===== src/rtl/branch_res_station.sv =====
// rtl/branch_res_station.sv - in-order branch reservation station with CDB snoop and resolver
// Optional target calculation (pc/imm storage, redirect_pc_o) under `define BR_TARGET_CALC_EN.
package branch_rs_pkg;
  typedef logic [31:0] word32_t;
  typedef logic [3:0]  rs_tag_t;

  localparam rs_tag_t NO_VAL = 4'd0;

  typedef enum logic [2:0] {
    BEQ  = 3'd0,
    BNE  = 3'd1,
    BLT  = 3'd2,
    BGE  = 3'd3,
    BLTU = 3'd4,
    BGEU = 3'd5
  } branch_op_t;

  typedef struct packed {
    rs_tag_t tag;
    word32_t val;
  } cdb_t;
endpackage

module branch_res_station
  import branch_rs_pkg::*;
#(
  parameter  int NUM_ENTRIES = 4,
  localparam int PTR_W       = $clog2(NUM_ENTRIES),
  localparam int CNT_W       = $clog2(NUM_ENTRIES + 1)
) (
  input  logic       clk_i,
  input  logic       reset_i,
  input  cdb_t       cdb_i,
  input  logic       flush_i,
  input  logic       write_i,
  input  branch_op_t branch_op_type_i,
  input  rs_tag_t    tag1_i,
  input  rs_tag_t    tag2_i,
  input  word32_t    val1_i,
  input  word32_t    val2_i,
  input  logic       br_taken_i,
`ifdef BR_TARGET_CALC_EN
  input  word32_t    pc_i,
  input  word32_t    imm_i,
  output word32_t    redirect_pc_o,
`endif
  output logic       full_o,
  output logic       empty_o,
  output logic       resolve_valid_o,
  output logic       actual_taken_o,
  output logic       corr_pred_o
);

  typedef struct packed {
    logic       valid;
    branch_op_t op;
    rs_tag_t    tag1;
    rs_tag_t    tag2;
    word32_t    val1;
    word32_t    val2;
    logic       pred;
`ifdef BR_TARGET_CALC_EN
    word32_t    pc;
    word32_t    imm;
`endif
  } entry_t;

  entry_t             slots [NUM_ENTRIES];
  logic [PTR_W-1:0]   head;
  logic [PTR_W-1:0]   tail;
  logic [CNT_W-1:0]   count;

  entry_t             head_e;
  entry_t             new_e;
  logic               head_ready;
  logic               head_taken;
  logic               do_write;

  function automatic logic eval_cond(input branch_op_t op, input word32_t a, input word32_t b);
    logic r;
    r = 1'b0;
    case (op)
      BEQ:     r = (a == b);
      BNE:     r = (a != b);
      BLT:     r = ($signed(a) <  $signed(b));
      BGE:     r = ($signed(a) >= $signed(b));
      BLTU:    r = (a <  b);
      BGEU:    r = (a >= b);
      default: r = 1'b0;
    endcase
    return r;
  endfunction

  assign full_o  = (count == CNT_W'(NUM_ENTRIES));
  assign empty_o = (count == '0);

  // Only the oldest entry may resolve, so readiness is checked at head alone.
  always_comb begin
    head_e     = slots[head];
    head_ready = head_e.valid && (head_e.tag1 == NO_VAL) && (head_e.tag2 == NO_VAL);
    head_taken = eval_cond(head_e.op, head_e.val1, head_e.val2);
    do_write   = write_i && !full_o;
  end

  // New entry, with operands forwarded from a CDB broadcast in the same cycle.
  always_comb begin
    new_e       = '0;
    new_e.valid = 1'b1;
    new_e.op    = branch_op_type_i;
    new_e.tag1  = tag1_i;
    new_e.tag2  = tag2_i;
    new_e.val1  = val1_i;
    new_e.val2  = val2_i;
    new_e.pred  = br_taken_i;
`ifdef BR_TARGET_CALC_EN
    new_e.pc    = pc_i;
    new_e.imm   = imm_i;
`endif
    if (tag1_i != NO_VAL && cdb_i.tag == tag1_i) begin
      new_e.tag1 = NO_VAL;
      new_e.val1 = cdb_i.val;
    end
    if (tag2_i != NO_VAL && cdb_i.tag == tag2_i) begin
      new_e.tag2 = NO_VAL;
      new_e.val2 = cdb_i.val;
    end
  end

  always_ff @(posedge clk_i or posedge reset_i) begin
    if (reset_i) begin
      head            <= '0;
      tail            <= '0;
      count           <= '0;
      resolve_valid_o <= 1'b0;
      actual_taken_o  <= 1'b0;
      corr_pred_o     <= 1'b0;
`ifdef BR_TARGET_CALC_EN
      redirect_pc_o   <= '0;
`endif
      for (int i = 0; i < NUM_ENTRIES; i++) begin
        slots[i] <= '0;
      end
    end else if (flush_i) begin
      head            <= '0;
      tail            <= '0;
      count           <= '0;
      resolve_valid_o <= 1'b0;
      for (int i = 0; i < NUM_ENTRIES; i++) begin
        slots[i].valid <= 1'b0;
      end
    end else begin
      resolve_valid_o <= head_ready;
      if (head_ready) begin
        actual_taken_o <= head_taken;
        corr_pred_o    <= (head_taken == head_e.pred);
`ifdef BR_TARGET_CALC_EN
        redirect_pc_o  <= head_e.pc + (head_taken ? head_e.imm : 32'd4);
`endif
        head           <= head + PTR_W'(1);
      end

      for (int i = 0; i < NUM_ENTRIES; i++) begin
        if (slots[i].valid && cdb_i.tag != NO_VAL) begin
          if (slots[i].tag1 == cdb_i.tag) begin
            slots[i].tag1 <= NO_VAL;
            slots[i].val1 <= cdb_i.val;
          end
          if (slots[i].tag2 == cdb_i.tag) begin
            slots[i].tag2 <= NO_VAL;
            slots[i].val2 <= cdb_i.val;
          end
        end
      end

      if (head_ready) begin
        slots[head].valid <= 1'b0;
      end

      // Tail slot is never valid when not full, so this cannot collide with snoop or free.
      if (do_write) begin
        slots[tail] <= new_e;
        tail        <= tail + PTR_W'(1);
      end

      case ({do_write, head_ready})
        2'b10:   count <= count + CNT_W'(1);
        2'b01:   count <= count - CNT_W'(1);
        default: count <= count;
      endcase
    end
  end

endmodule


===== config.mk =====
export PLATFORM = sky130hd
export DESIGN_NAME = branch_res_station
export DESIGN_NICKNAME = d
export VERILOG_FILES = /design/src/rtl/branch_res_station.sv
export SDC_FILE = /design/constraint.sdc
export NUM_CORES = 1
export LEC_CHECK = 0
export BUFFER_PORTS_ARGS = -buffer_cell sky130_fd_sc_hd__buf_2
export CAP_MARGIN = 20
export CELL_PAD_IN_SITES_DETAIL_PLACEMENT = 1
export CELL_PAD_IN_SITES_GLOBAL_PLACEMENT = 1
export CORE_MARGIN = 3
export CORE_UTILIZATION = 40
export CTS_CLUSTER_DIAMETER = 100
export DETAILED_ROUTE_END_ITERATION = 16
export HOLD_SLACK_MARGIN = 0.15
export PLACE_DENSITY = 0.74
export REMOVE_ABC_BUFFERS = 1
export SYNTH_ARGS = -nofsm -noshare
export SYNTH_HDL_FRONTEND = slang
export SYNTH_SLANG_ARGS = --single-unit

===== constraint.sdc =====
create_clock -name clk_i -period 40.4 [get_ports clk_i]
set_clock_uncertainty 0.15 [all_clocks]
set_input_delay 12.12 -clock clk_i [delete_from_list [all_inputs] [get_ports clk_i]]
set_output_delay 12.12 -clock clk_i [all_outputs]
set_load 0.02 [all_outputs]

==> results.toml <==
[final_layout]
fin_nets = 1973
layout-drive-gt1-share_pct = 16.31
area_growth_syn_to_layout_pct = 11.76
fin_area_um2 = 20100
antenna_cells = 0

[setup_path]
worstPathArrival_ns = 15.52
cp_max_fo = 68
max_stage_delay_ns = 0.94
setup.worst_path.start = "write_i"
end_kind = "flop"
slowest_stage = "nor2_4"
cp_top_family = "simple AND/OR/NAND/NOR gates"
cp_data_required_time_ns = 40.71
crit_chain = "buf_2 > nor2b_1 > and2_2 > buf_4 > nor2_1 > nor2_4 > o22a_1"
rr_startpoint = "head[0]$_DFFE_PP0P_"
worstSetupPathType = "in2reg"
cp.buffers_inverters = 2
crit_path_start_kind = "primary input"

[grt]
grtUsageTotal_pct = 25.61
grt_pass1_wl_um = 95100
use_met3_pct = 4.082
grt_max_degree = 137
overflow = 0
top_usage_layer = "met2"
grt_pass1_vias = 16030
gr-usage-met2_pct = 42.86
antenna_found_initial = 0
use_met1_pct = 34.06

[sta]
timing.fmax_mhz = 65.77
fin_tns_setup_ns = 0
setup_viol = 0
period_needed_ns = 15.20
max_slew_margin_pct = 21.63
final.period_utilization_pct = 37.63
worst_pin_slew_ns = 1.173
holdWs_ns = 0.3410
rsz0062_at_grt = "no"
drv_slew = 0
hold_violations = 0
fin_ws_ns = 25.20

[synth]
synth-seq-area-share_pct = 44.25
netlist_instances = 1811
ys_warn_count = 0
yosys.cell_count.top_type = "dfrtp_1"
synth_area_per_cell_um2 = 9.929
ys_top_cells_by_area = "dfrtp_1 (44%), o22a_1 (12%), mux4_2 (8.4%)"
synthArstFlopShare_pct = 100.0
synth-seq-cells = 318
synth.top_cell.area_share_pct = 44.25
synth_commonest_cells = "dfrtp_1 (318), nor2_1 (299), a21oi_1 (276), o22a_1 (256), clkbuf_1 (129)"
synth_flop_cell = "dfrtp_1"
synth-simple-area-share_pct = 9.727
synth_edf_count = 0
synthAdderAreaFrac_pct = 2.895
synth_xor_area_share_pct = 2.143
yosys.area.top_type = "dfrtp_1"
syn_area_um2 = 17980
synth_top_family_by_area = "compound AO/OA/AOI/OAI gates"
synthDistinctLibCells = 55
synth-compound-area-share_pct = 22.95
synth_mux_area_share_pct = 13.25

[floorplanning]
start_util_pct = 40.58
die_w_um = 218.0
rows = 77
die_area_um2 = 47530
num_io_pins = 121
coreArea_um2 = 44320
die_y_um = 218.0

[power_and_ir_drop]
power_density_nw_per_um2 = 59.84
peakVddDrop_mv = 0.04236
p_leak_nw = 8.398
finalPower_mw = 1.203

[placed_design]
dp_hpwl_um = 36090
place_ws_ns = 24.60
gp_congestion = 0.7871
place_area_um2 = 18900
port_buffers = 120

[hold_path]
hold_class = "reg2reg"
hold_start = "slots[187]$_DFFE_PP0N_"

[clocking]
numCtsBuffers = 37
numClockSinks = 318
holdBufCountCts = 0
cts_tree = "yes"
post-cts-setup-buffer-count = 0
clk_latency_ns = 0.54
clk_pin_slew_ns = 0.06
ctsHtreeMaxLevel = 2
cts.path.max_buffers = 3
cts-root-buf = "clkbuf_16"
cts_resized = 0

[status]
status = "completed"

[routing]
antenna_left = 0
wire_per_inst_um = 25.08
drc = 0
dr.pass1.iters = 5
viasPerCell = 6.198
num_vias = 15070
routed_wl_um = 60970
initialDrtViolationCount = 1174

[job]
maxCapViolCount = 0
cells by family (layout without fill, tap and decap cells):
kind of cell / Yosys count / in the layout
xor+xnor: 44 / 44
mux: 152 / 152
flops: 318 / 318
fa+ha+maj: 41 / 41
simple gates: 414 / 414
compound gates: 620 / 620
buf+inv: 222 / 250
state kept, by name (all words and copies together) (netlist names):
| name | flops |
|---|---|
| count | 3 |
| tail | 2 |
| actual_taken_o | 1 |
| head | 2 |
| slots | 308 |
| corr_pred_o | 1 |
| resolve_valid_o | 1 |
layer usage:
metal	vias to the layer above	wire (um)
met5	-	0
met4	0	1726
li1	6616	-
met3	103	3104
met2	435	29630
met1	7913	26510
through the flow:
stage                     utilization, %  instances
after global routing               45.35       2431
after floorplan                        -       1630
after CTS                          45.10       2427
after detailed placement           42.65       2365
final                              45.35       2431
after global placement             42.61       2364
placed cells by master, fill, tap and decap left out, types with 4 or more instances in the layout:
cell type,Yosys,routed
a21oi_1,276,276
and2_2,0,4
buf_16,0,4
buf_2,18,119
buf_4,1,22
clkbuf_1,129,15
clkbuf_16,0,37
clkbuf_8,0,5
dfrtp_1,318,316
ha_1,40,40
inv_1,41,40
mux2_2,18,18
mux2i_1,67,67
mux4_2,67,67
nand2_1,44,44
nand2b_1,5,5
nand3_1,13,11
nand4_1,13,13
nor2_1,299,291
nor2_4,0,8
nor3_1,7,7
nor4_1,7,7
o21ai_0,63,63
o21ai_1,4,4
o22a_1,256,256
xnor2_1,39,39
xor2_1,5,5
path summary, 6_finish.rpt:
kind,endpoint,slack (ns),depth (start not counted)
setup / recovery,slots[78]$_DFFE_PP0N_,25.20,7
hold / removal,slots[187]$_DFFE_PP0N_,0.34,1
setup reg to reg,corr_pred_o$_DFFE_PP0P_,34.68,12
hold reg to reg,slots[187]$_DFFE_PP0N_,0.34,1
max in group asynchronous,slots[271]$_DFFE_PP0N_,26.54,5
min in group asynchronous,count[2]$_DFFE_PP0P_,11.58,2
area by class of cell:
cell class | instances | area (um^2)
inverters | 41 | 161.4
repair buffers | 147 | 905.9
clock inverters | 5 | 32.53
flip-flops and latches | 318 | 7965
multi-input cells | 1271 | 9240
clock buffers | 57 | 1051
well taps | 592 | 740.7
fillers | 4961 | 24220
where the power goes:
group	total, mW	internal (mW)	switching (mW)
clock	0.314	0.178	0.135
sequential	0.533	0.451	0.0816
combinational	0.356	0.195	0.162
worst register-to-register path, stage by stage (launching register included):
cell	delay, ns
dfrtp_4	0.99
buf_4	0.79
mux4_2	0.60
inv_1	0.09
ha_1	0.26
a21oi_1	0.16
o21ai_0	0.24
a22oi_1	0.42
or4b_1	0.65
or2_4	0.35
a2111oi_0	0.59
nand4b_1	0.21
o311ai_1	0.13
(Power assumes the default switching activity.)
